===== config.mk =====
export PLATFORM = sky130hd
export DESIGN_NAME = instr_fetch_queue
export DESIGN_NICKNAME = d
export VERILOG_FILES = /design/src/rtl/instr_fetch_queue.sv
export SDC_FILE = /design/constraint.sdc
export NUM_CORES = 1
export LEC_CHECK = 0
export CAP_MARGIN = 10
export CELL_PAD_IN_SITES_DETAIL_PLACEMENT = 1
export CELL_PAD_IN_SITES_GLOBAL_PLACEMENT = 2
export CORE_MARGIN = 1.5
export CORE_UTILIZATION = 43
export DETAILED_ROUTE_END_ITERATION = 10
export PLACE_DENSITY_LB_ADDON = 0.08
export RECOVER_POWER = 100
export SYNTH_ARGS = -nofsm -noshare
export SYNTH_HDL_FRONTEND = slang
export SYNTH_SLANG_ARGS = --single-unit

===== constraint.sdc =====
create_clock -name clk -period 8.91 [get_ports clk]
set_clock_uncertainty 0.1 [all_clocks]
set_input_delay 2.673 -clock clk [delete_from_list [all_inputs] [get_ports clk]]
set_output_delay 2.673 -clock clk [all_outputs]
set_load 0.05 [all_outputs]

===== src/rtl/instr_fetch_queue.sv =====
// Instruction fetch controller with a prefetch queue.
// Reads the combinational big-endian instruction ROM one word per cycle and
// buffers fetched words together with their byte addresses. The issue stage
// drains the queue through a valid/ready handshake. A redirect flushes the
// queue and restarts fetch at a new word-aligned PC.
// Optional feature: define FETCH_HALT_STOP_EN to stop fetching after a halt
// opcode (bits [31:26] == 6'b111111) has been enqueued.
module instr_fetch_queue #(
    parameter int unsigned DEPTH     = 4,
    parameter logic [31:0] PC_RESET  = 32'h0,
    parameter int unsigned ROM_BYTES = 100
) (
    input  logic                     clk,
    input  logic                     nrst,
    output logic                     rom_nrd,
    output logic [31:0]              rom_addr,
    input  logic [31:0]              rom_data,
    input  logic                     redirect,
    input  logic [31:0]              redirect_pc,
    output logic                     issue_valid,
    input  logic                     issue_ready,
    output logic [31:0]              issue_instr,
    output logic [31:0]              issue_pc,
    output logic [$clog2(DEPTH):0]   fq_count
);

    localparam int unsigned AW      = $clog2(DEPTH);
    localparam logic [AW:0] FULL    = (AW + 1)'(DEPTH);
    localparam logic [31:0] LAST_PC = 32'(ROM_BYTES - 4);

    typedef enum logic [1:0] {
        FETCH,
        WAIT,
        END
`ifdef FETCH_HALT_STOP_EN
        , HALT
`endif
    } state_t;

    state_t          state;
    state_t          state_nxt;
    logic [31:0]     pc;
    logic [AW-1:0]   head;
    logic [AW-1:0]   tail;
    logic [AW:0]     count;
    logic [31:0]     mem_instr [DEPTH];
    logic [31:0]     mem_pc    [DEPTH];
    logic            fetch;
    logic            deq;
`ifdef FETCH_HALT_STOP_EN
    logic            is_halt;
`endif

    // Fetch/dequeue qualifiers; redirect and reset suppress both.
    always_comb begin
        fetch       = nrst && !redirect && (state == FETCH) && (count < FULL);
        issue_valid = (count != '0);
        deq         = issue_valid && issue_ready && !redirect;
        rom_nrd     = !fetch;
        rom_addr    = pc;
        fq_count    = count;
        issue_instr = issue_valid ? mem_instr[head] : '0;
        issue_pc    = issue_valid ? mem_pc[head]    : '0;
`ifdef FETCH_HALT_STOP_EN
        is_halt     = (rom_data[31:26] == 6'b111111);
`endif
    end

    // Next-state logic; redirect overrides every state.
    always_comb begin
        state_nxt = state;
        if (redirect) begin
            state_nxt = FETCH;
        end else begin
            case (state)
                FETCH: begin
                    if (count == FULL) begin
                        state_nxt = WAIT;
`ifdef FETCH_HALT_STOP_EN
                    end else if (is_halt) begin
                        state_nxt = HALT;
`endif
                    end else if (pc == LAST_PC) begin
                        state_nxt = END;
                    end
                end
                WAIT: begin
                    if (count < FULL) begin
                        state_nxt = FETCH;
                    end
                end
                default: state_nxt = state;
            endcase
        end
    end

    // State, PC, pointer and occupancy registers.
    always_ff @(posedge clk or negedge nrst) begin
        if (!nrst) begin
            state <= FETCH;
            pc    <= PC_RESET;
            head  <= '0;
            tail  <= '0;
            count <= '0;
        end else begin
            state <= state_nxt;
            if (redirect) begin
                pc    <= redirect_pc;
                head  <= '0;
                tail  <= '0;
                count <= '0;
            end else begin
                if (fetch) begin
                    pc   <= pc + 32'd4;
                    tail <= tail + 1'b1;
                end
                if (deq) begin
                    head <= head + 1'b1;
                end
                if (fetch && !deq) begin
                    count <= count + 1'b1;
                end else if (!fetch && deq) begin
                    count <= count - 1'b1;
                end
            end
        end
    end

    // Queue storage: capture the ROM word and its address at the tail.
    always_ff @(posedge clk) begin
        if (fetch) begin
            mem_instr[tail] <= rom_data;
            mem_pc[tail]    <= pc;
        end
    end

endmodule


After elaboration in Yosys (flattened, before gate mapping)
Memories as Yosys holds them, arrays and structs flattened. Cells that the tools add are included.

Bits of input ports: 68. Output and inout port bits: 101. Memories: 2. RAM bits: 256. Word-level logic and storage cells: 53. Register bits: 41.

Memories: mem_instr (depth 4, bits a word 32, read ports 1, clocked after memory_dff 0, wr ports 1, line 46) `logic [31:0] mem_instr [DEPTH];`; mem_pc (depth 4, bits a word 32, read ports 1, clocked after memory_dff 0, wr ports 1, line 47) `logic [31:0] mem_pc [DEPTH];`.

Multiplexer cells: 18. Reduce and logical (&&, ||, !) cells: 17. Magnitude comparators: 1. Equal/unequal tests: 5. Add/subtract/negate cells: 5.

Operators by type and width (count): $mux W32 (4); $add A32 B3 Y32 const B (1); $eq A32 B7 Y1 const B (1); $mux W2 (8); $mux W3 (3); $reduce_bool A3 Y1 (3); $logic_and A1 B1 Y1 (7); $add A2 B1 Y2 const B (2); $ne A4 B2 Y1 const B (1); $pmux W2 S2 (1); $reduce_bool A2 Y1 (2); $add A3 B1 Y3 const B (1); $eq A3 B3 Y1 const B (1); $logic_not A1 Y1 (3); $lt A3 B3 Y1 const B (1); $ne A3 B3 Y1 const B (1); $reduce_and A3 Y1 (1); $sub A3 B1 Y3 const B (1); $eq A2 B1 Y1 const B (1); $logic_not A2 Y1 (1); $mux W1 (2).

Longest topological paths before layout
Gate-level depths: netlist of the first run.

Word-level depth: 9. Depth in mapped cells: 8. Depth with buffers taken out: 7.

Least setup slack after synthesis of the first run
No wires, ideal clock.

Path kind: input-to-output. Start: input nrst. End: output rom_nrd. Data arrival time: 3.977 ns. Required time: 6.137 ns. Stages: 3. Slack: 2.160 ns. Path through: nor4b_1 -> clkbuf_1 -> nand2_1.

Longest elaborated chain between the ends: 4.

Ends and longest elaborated chain: start, declared (line 14) `input logic nrst,`; $logic_and A1 B1 Y1 (3 in series) (line 56) `fetch = nrst && !redirect && (state == FETCH) && (count < FULL);`; $logic_not A1 Y1 (line 59) `rom_nrd = !fetch;`; end, declared (line 15) `output logic rom_nrd,`.

Every way passes these cells.

Worst setup path after layout of the first run
Start: register head[0]. End: output issue_pc[5].

Longest elaborated chain between the ends: 2.

Ends and longest elaborated chain: start, declared (line 43) `logic [AW-1:0] head;`; start signal, assigned (line 118) `head <= head + 1'b1;`; $mem_v2 Z4 W32; $mux W32 (line 63) `issue_pc = issue_valid ? mem_pc[head] : '0;`; end, declared (line 23) `output logic [31:0] issue_pc,`.

Every way passes these cells.

==> results.md, run 1 <==
* CP startpoint kind: register
* Pins Over Slew Limit at 284
* Cell type with the largest total area after synthesis: sky130_fd_sc_hd__edfxtp_1
* Final Core Density at about 54%
* Place WS at ~2 ns
* Total overflow reported by the global router at 0
* Synthesized area at approximately 0.012 mm²
* Hold-fix buffer count after cts at 0
* Gate count after technology mapping at between 600 and 700
* Core Box Area at around 0.028 mm²
* Crit path max-delay cell type: sky130_fd_sc_hd__clkbuf_1
* X dimension of the die at between 150 and 200 µm
* Critical path, cell by cell: clkbuf_1, mux4_2, and2_1, clkdlybuf4s50_1
* Crit path arrival time at approximately 4.7 ns
* Final cell count without fillers at approximately 1300
* Hold violation total from the final report at 0
* Number of max-capacitance violations reported at 5
* Clock tree from TritonCTS: built
* Number of iterations in the first detailed-routing pass at 4
* Overall die area at ~0.029 mm²
* I/O pins at ~170
* Violated checks: max-capacitance violations, max-slew violations
* Post-route antenna net violation count at 0
* DRT Wirelength at 28400 µm
* RSZ-0062 raised after global routing: false
* Post-synth top area share at between 60% and 70%
* Clk_lat worst skew at 0.55 ns
* Clock Tree Buf Depth at 3
* Total of flip-flops plus latches after synthesis at 297
* Clock sinks at 297
* Clk Tree Root Cell: sky130_fd_sc_hd__clkbuf_16
* Final-layout setup total negative slack at 0 ns
* Hold WC Path Type: reg2reg
* I/O Buffers at 168
* Period Utilization, post-route at 83.7%
* Number of global-route vias before repair at ~7600
* Final Critical Period at between 7 and 8 ns
* Global placement routability congestion at slightly below 0.8
* Max FO, Critical Path at 44
* DRC marker count from the first detailed-route iteration at around 520
* Sequential share of the synthesized area at between 70% and 80%
* Antenna violations before repair at 0
* Distinct cell type count after synthesis at 44
* Initial Util at a little over two fifths
* Req. time, crit path at around 6.1 ns
* Element type at the critical path end: output port
* Cell leakage power at 4.96 nW
* Inserted Diodes at 0
* Wire length of the first global-routing pass at between 40000 and 50000 µm
* Height of the die at between 150 and 200 µm
* Routed wire per std cell at about 22 µm
* Synth Warn # at 0
* Std cell rows at 61
* Syn avg cell area at 17.5 µm²
* Result of the run: complete, but fails checks
* Clk slew on worst S/H paths at around 0.060 ns
* Drc violations at 0
* Area added between synthesis and finish at 24.7%
* Highest-count cells in the layout ignoring fill and taps: sky130_fd_sc_hd__edfxtp_1 (256), sky130_fd_sc_hd__dlygate4sd3_1 (109), sky130_fd_sc_hd__and2_1 (66)
* Highest ir drop seen on vdd at 140 µV
* Total nets after synthesis at between 700 and 800
* Total Routing Usage GR at a little over 20%
* Number of filler instances in the final layout at 2572
* Pin count of the biggest net entering global routing at 66
* Final WS setup at between 1 and 1.5 ns
* Number of nets in the layout at 937
* Upper clock frequency limit at about 130 MHz
* Number of setup violations in the final report at 0
* Detailed-route vias per instance at roughly 5.5
* Top cells by area in the synthesized netlist: sky130_fd_sc_hd__edfxtp_1 (64%), sky130_fd_sc_hd__mux4_2 (12%), sky130_fd_sc_hd__dfrtp_1 (8.5%)
* Layout cells sized above 1 at a little over an eighth
* Relative slew slack at -148%
* Number of CTS-inserted buffers at 31
* PD cells at ~310 mW/mm²
* Post-layout power at approximately 4.6 mW
* CTS H-tree depth at 1
* Cell Count Post-Placement at approximately 1200
* Most frequent standard cell in the layout excluding fill and tap cells: sky130_fd_sc_hd__edfxtp_1
* Worst Tran Pin Value at about 3.7 ns
* Biggest cell delay along the critical path at between 1.5 and 2 ns
* Via total after detailed routing at roughly 6900
* Post-CTS setup buffers at 0
* Post-DP HPWL at 16700 µm
* Quantity of gates resized following cts at 0
* Worst Path Class, Setup: reg2out
## cell type report
type	instances	area (µm²)	share of cell area, %
flip-flops and latches	297	8720	57.8
multi-input cells	347	3200	21.2
repair buffers	174	1710	11.3
clock buffers	45	878	5.82
well taps	378	473	3.13
clock inverters	12	65.1	0.431
inverters	11	41.3	0.274
## registers in the layout (all words and copies together), names as in the netlist
register / flops
mem_pc: 128
state: 2
mem_instr: 128
rom_addr: 32
fq_count: 3
head: 2
tail: 2
## cells by family (layout without fill, tap and decap cells)
| kind of cell | count (synthesis) | after routing | synth area share (%) |
|---|---|---|---|
| adder cells (fa/ha/maj) | 7 | 7 | 0.786 |
| buffers and inverters | 48 | 242 | 1.57 |
| flip-flops | 297 | 297 | 72.0 |
| multiplexers | 66 | 66 | 12.1 |
| AO/OA/AOI/OAI | 57 | 57 | 3.04 |
| XOR/XNOR | 15 | 15 | 1.09 |
| AND/OR/NAND/NOR | 202 | 202 | 9.44 |
## critical path: cells and delay by family (launching register included)
kind | cells | cell delay (ns)
multiplexers | 1 | 0.66
AND/OR/NAND/NOR | 1 | 0.19
buffers and inverters | 2 | 2.21
flip-flops | 1 | 1.03
## final timing paths
check	start	end	slack [ns]	cells after the start
setup reg to reg	fq_count[2]	mem_instr[3][31]	4.07	3
hold reg to reg	tail[1]	tail[1]	0.48	2
min in group asynchronous	nrst	rom_addr[3]	2.11	2
setup / recovery	head[0]	issue_pc[5]	1.45	4
max in group asynchronous	nrst	head[1]	6.15	2
hold / removal	tail[1]	tail[1]	0.48	2
## metrics by stage
stage	cell area [µm²]	hold slack [ns]
global placement	14200	0.449
detailed placement	14200	0.471
finish	15100	0.482
floorplan	12100	0.423
global route	15100	0.516
CTS	15100	0.480
## power by group
group	leakage, nW	switching (mW)	internal, mW
Clock	0.463	0.511	0.680
Sequential	2.81	0.150	1.64
Combinational	1.69	1.05	0.598
## Yosys cell counts (all sizes together)
cell type / n
edfxtp: 256
and2: 66
mux4: 64
dfrtp: 41
nand2: 30
nor2: 26
clkbuf: 25
o21ai: 15
or4: 15
a31oi: 13
nor4: 13
o31ai: 13
buf: 12
inv: 11
nand3: 11
nand4: 11
xnor2: 11
a21oi: 6
and3: 6
ha: 6
nor3: 6
or3: 4
xor2: 4
and4: 3
nor4b: 3
mux2: 2
nand2b: 2
nor2b: 2
o31a: 2
a211oi: 1
a221oi: 1
a22oi: 1
a311o: 1
a32oi: 1
a41oi: 1
fa: 1
nand3b: 1
nor3b: 1
o211ai: 1
o21a: 1
or2: 1
or4b: 1
## per-layer routing
metal | share of wire, % | wire length (µm) | vias up | global-route usage [%]
met1 | 44 | 12400 | 3557 | 28.2
met4 | 1.9 | 552 | 0 | 5.27
li1 | - | - | 3097 | -
met3 | 5.5 | 1550 | 36 | 3.05
met2 | 49 | 13900 | 204 | 33.4
met5 | 0 | 0 | - | 0
Note: power is estimated with default switching activity, not from simulation.
==> run 2: changes to the inputs <==
Settings changed: CORE_UTILIZATION 43 to 40.
Clock period 8.91 ns to 7.55 ns, I/O delays scaled along.
==> run 2 against run 1 <==
Compared with the run above:
- the run still ends with max-capacitance violations, max-slew violations left
- first-iteration DRC count fell by 16%
- hold slack better by 0.011 ns
- clock power increased by 18%
- via count decreased by 0.97%
- critical path depth unchanged
- die area increased by 7.4%
- worst setup slack got worse by 0.26 ns
- combinational power is 18% higher
- register-to-register slack worse by 1.3 ns
- routed wire length grew 0.52%
- global-route usage shrank 1.5 points
- critical path type unchanged
==> results.md, run 2 (synthesis results as in run 1) <==
* Crit path max-delay cell type: sky130_fd_sc_hd__dfrtp_2 (was sky130_fd_sc_hd__clkbuf_1)
* Final Critical Period at about 6.4 ns
* Number of setup violations in the final report at 0 (unchanged)
* Std cell rows at 63 (was 61)
* Number of CTS-inserted buffers at 31 (unchanged)
* Number of buffers and inverters on the critical path at 2 (unchanged)
* Hold-fix buffer count after cts at 0 (unchanged)
* Crit path arrival time at 3.99 ns (was 4.68 ns)
* Stages on the worst setup path at 4 (unchanged)
* Biggest cell delay along the critical path at 0.97 ns (was 1.51 ns)
* I/O Buffers at 168 (unchanged)
* Reg2Reg Depth at 3 (unchanged)
* Part of the power in registers at 38.3% (was 38.6%)
* Hold WC Path Type: reg2reg (unchanged)
* Total overflow reported by the global router at 0 (unchanged)
* Number of nets in the layout at 938 (was 937)
* Clock tree from TritonCTS: built (unchanged)
* Clk_lat worst skew at 0.54 ns (was 0.55 ns)
* Switching power at 2.02 mW (was 1.72 mW)
* Clock sinks at 297 (unchanged)
* Detailed-route vias per instance at 5.36 (was 5.45)
* Highest ir drop seen on vdd at 171 µV (was 140 µV)
* Critical path, cell by cell: clkbuf_2, mux4_2, and2_1, dlygate4sd3_1 (was clkbuf_1, mux4_2, and2_1, clkdlybuf4s50_1)
* Global placement routability congestion at 0.746 (was 0.790)
* Area added between synthesis and finish at 24.7% (unchanged)
* Number of max-capacitance violations reported at 6 (was 5)
* Cell leakage power at 5.00 nW (was 4.96 nW)
* Total Routing Usage GR at 18.8% (was 20.2%)
* Highest-count cells in the layout ignoring fill and taps: sky130_fd_sc_hd__edfxtp_1 (256), sky130_fd_sc_hd__dlygate4sd3_1 (130), sky130_fd_sc_hd__and2_1 (66) (was sky130_fd_sc_hd__edfxtp_1 (256), sky130_fd_sc_hd__dlygate4sd3_1 (109), sky130_fd_sc_hd__and2_1 (66))
* Quantity of gates resized following cts at 0 (unchanged)
* Clk slew on worst S/H paths at 0.06 ns (about the same)
* Inserted Diodes at 0 (unchanged)
* Height of the die at 177 µm (was 171 µm)
* Post-CTS setup buffers at 0 (unchanged)
* CP startpoint kind: register (unchanged)
* Power share of the combinational group at 35.9% (was 35.6%)
* Clock Tree Buf Depth at 3 (unchanged)
* Wire length of the first global-routing pass at 44500 µm (about the same)
* Place WS at 2.09 ns (was 2.01 ns)
* Clk Tree Root Cell: sky130_fd_sc_hd__clkbuf_16 (unchanged)
* Instance count along the most critical hold path at 2 (unchanged)
* Result of the run: complete, but fails checks (unchanged)
* Pins Over Slew Limit at 352 (was 284)
* DRT Wirelength at 28600 µm (was 28400 µm)
* Drc violations at 0 (unchanged)
* Post-layout power at 5.45 mW (was 4.63 mW)
* Layout cells sized above 1 at 13.4% (about the same)
* Worst Path Class, Setup: reg2out (unchanged)
* Post-DP HPWL at 17000 µm (was 16700 µm)
* Final cell count without fillers at 1273 (was 1264)
* Number of global-route vias before repair at 7604 (was 7582)
* Pin count of the biggest net entering global routing at 66 (unchanged)
* Final-layout setup total negative slack at 0 ns (unchanged)
* Violated checks: max-capacitance violations, max-slew violations (unchanged)
* Most frequent standard cell in the layout excluding fill and tap cells: sky130_fd_sc_hd__edfxtp_1 (unchanged)
* Routed wire per std cell at 22.4 µm (was 22.5 µm)
* I/O pins at 169 (unchanged)
* Upper clock frequency limit at ~160 MHz
* Internal cell power at 3.43 mW (was 2.92 mW)
* Post-route antenna net violation count at 0 (unchanged)
* CTS H-tree depth at 1 (unchanged)
* Overall die area at 0.0313 mm² (was 0.0292 mm²)
* Period Utilization, post-route at 84.2%
* Core Box Area at 0.0297 mm² (was 0.0277 mm²)
* Final WS setup at 1.19 ns (was 1.45 ns)
* Max FO, Critical Path at 27 (was 44)
* Switching part of the total power at 37.1% (was 37.0%)
* Relative slew slack at -148% (about the same)
* Worst hold slack at 0.493 ns (was 0.482 ns)
* Initial Util at 40.7% (was 43.7%)
* PD cells at 361 mW/mm² (was 307 mW/mm²)
* Req. time, crit path at 5.18 ns (was 6.14 ns)
* X dimension of the die at 177 µm (was 171 µm)
* Antenna violations before repair at 0 (unchanged)
* Number of filler instances in the final layout at 2797 (was 2572)
* Hold violation total from the final report at 0 (unchanged)
* Fraction of power consumed by the clock network at 25.9% (was 25.7%)
* Element type at the critical path end: output port (unchanged)
* Worst Tran Pin Value at 3.72 ns (was 3.71 ns)
* DRC marker count from the first detailed-route iteration at 435 (was 519)
* Number of iterations in the first detailed-routing pass at 4 (unchanged)
* Crit-path leading delay family: buffers and inverters (unchanged)
* RSZ-0062 raised after global routing: false (unchanged)
* Cell Count Post-Placement at 1220 (was 1207)
* Via total after detailed routing at 6827 (was 6894)
[run 2: changes by cell type in the layout (fill, tap and decap cells not counted), sizes merged]
cell | previous run | this run
bufinv | 0 | 1
clkdlybuf4s50 | 57 | 36
inv | 12 | 11
buf | 5 | 4
clkbuf | 48 | 45
dlygate4sd3 | 109 | 130
clkinvlp | 1 | 2
[run 2: worst register-to-register path, cell delays in order (launching register included)]
cell	delay [ns]
sky130_fd_sc_hd__dfrtp_1	0.48
sky130_fd_sc_hd__nor4b_1	0.33
sky130_fd_sc_hd__clkbuf_1	0.56
sky130_fd_sc_hd__and3_1	2.82
[run 2: metal layers]
metal,track usage [%],part of all wire [%]
met4,4.48,1.8
met2,31.5,50
met3,3.03,5.1
met1,25.6,44
met5,0,0
[run 2: final cells by class]
cell class	count	area [µm²]	area share, %
Sequential cell	297	8720	57.8
Tap cell	390	488	3.23
Inverter	11	41.3	0.274
Multi-Input combinational cell	347	3200	21.2
Timing Repair Buffer	175	1710	11.3
Clock buffer	40	840	5.56
Clock inverter	13	91.3	0.605
[run 2: path summary, 6_finish.rpt]
path | start | endpoint | slack, ns
max reg2reg | fq_count[2] | mem_instr[2][18] | 2.73
max | head[0] | issue_pc[12] | 1.19
max in group asynchronous | nrst | head[1] | 3.15
min | tail[0] | tail[0] | 0.49
min in group asynchronous | nrst | rom_addr[6] | 2.47
min reg2reg | tail[0] | tail[0] | 0.49
[run 2: per-stage QoR]
stage	utilization [%]	instance area (µm²)
after global routing	50.8	15100
after global placement	47.8	14200
final	50.8	15100
after detailed placement	47.8	14200
after floorplan	-	12100
after CTS	51.0	15100
[run 2: power by group through the flow]
stage | clock, mW | sequential [mW] | combinational, mW
after CTS | 1.44 | 2.09 | 2.09
after global routing | 1.50 | 2.11 | 2.07
after detailed placement | 0 | 2.12 | 2.08
final | 1.41 | 2.09 | 1.95
after global placement | 0 | 2.11 | 2.07
after floorplan | 0 | 2.10 | 1.37
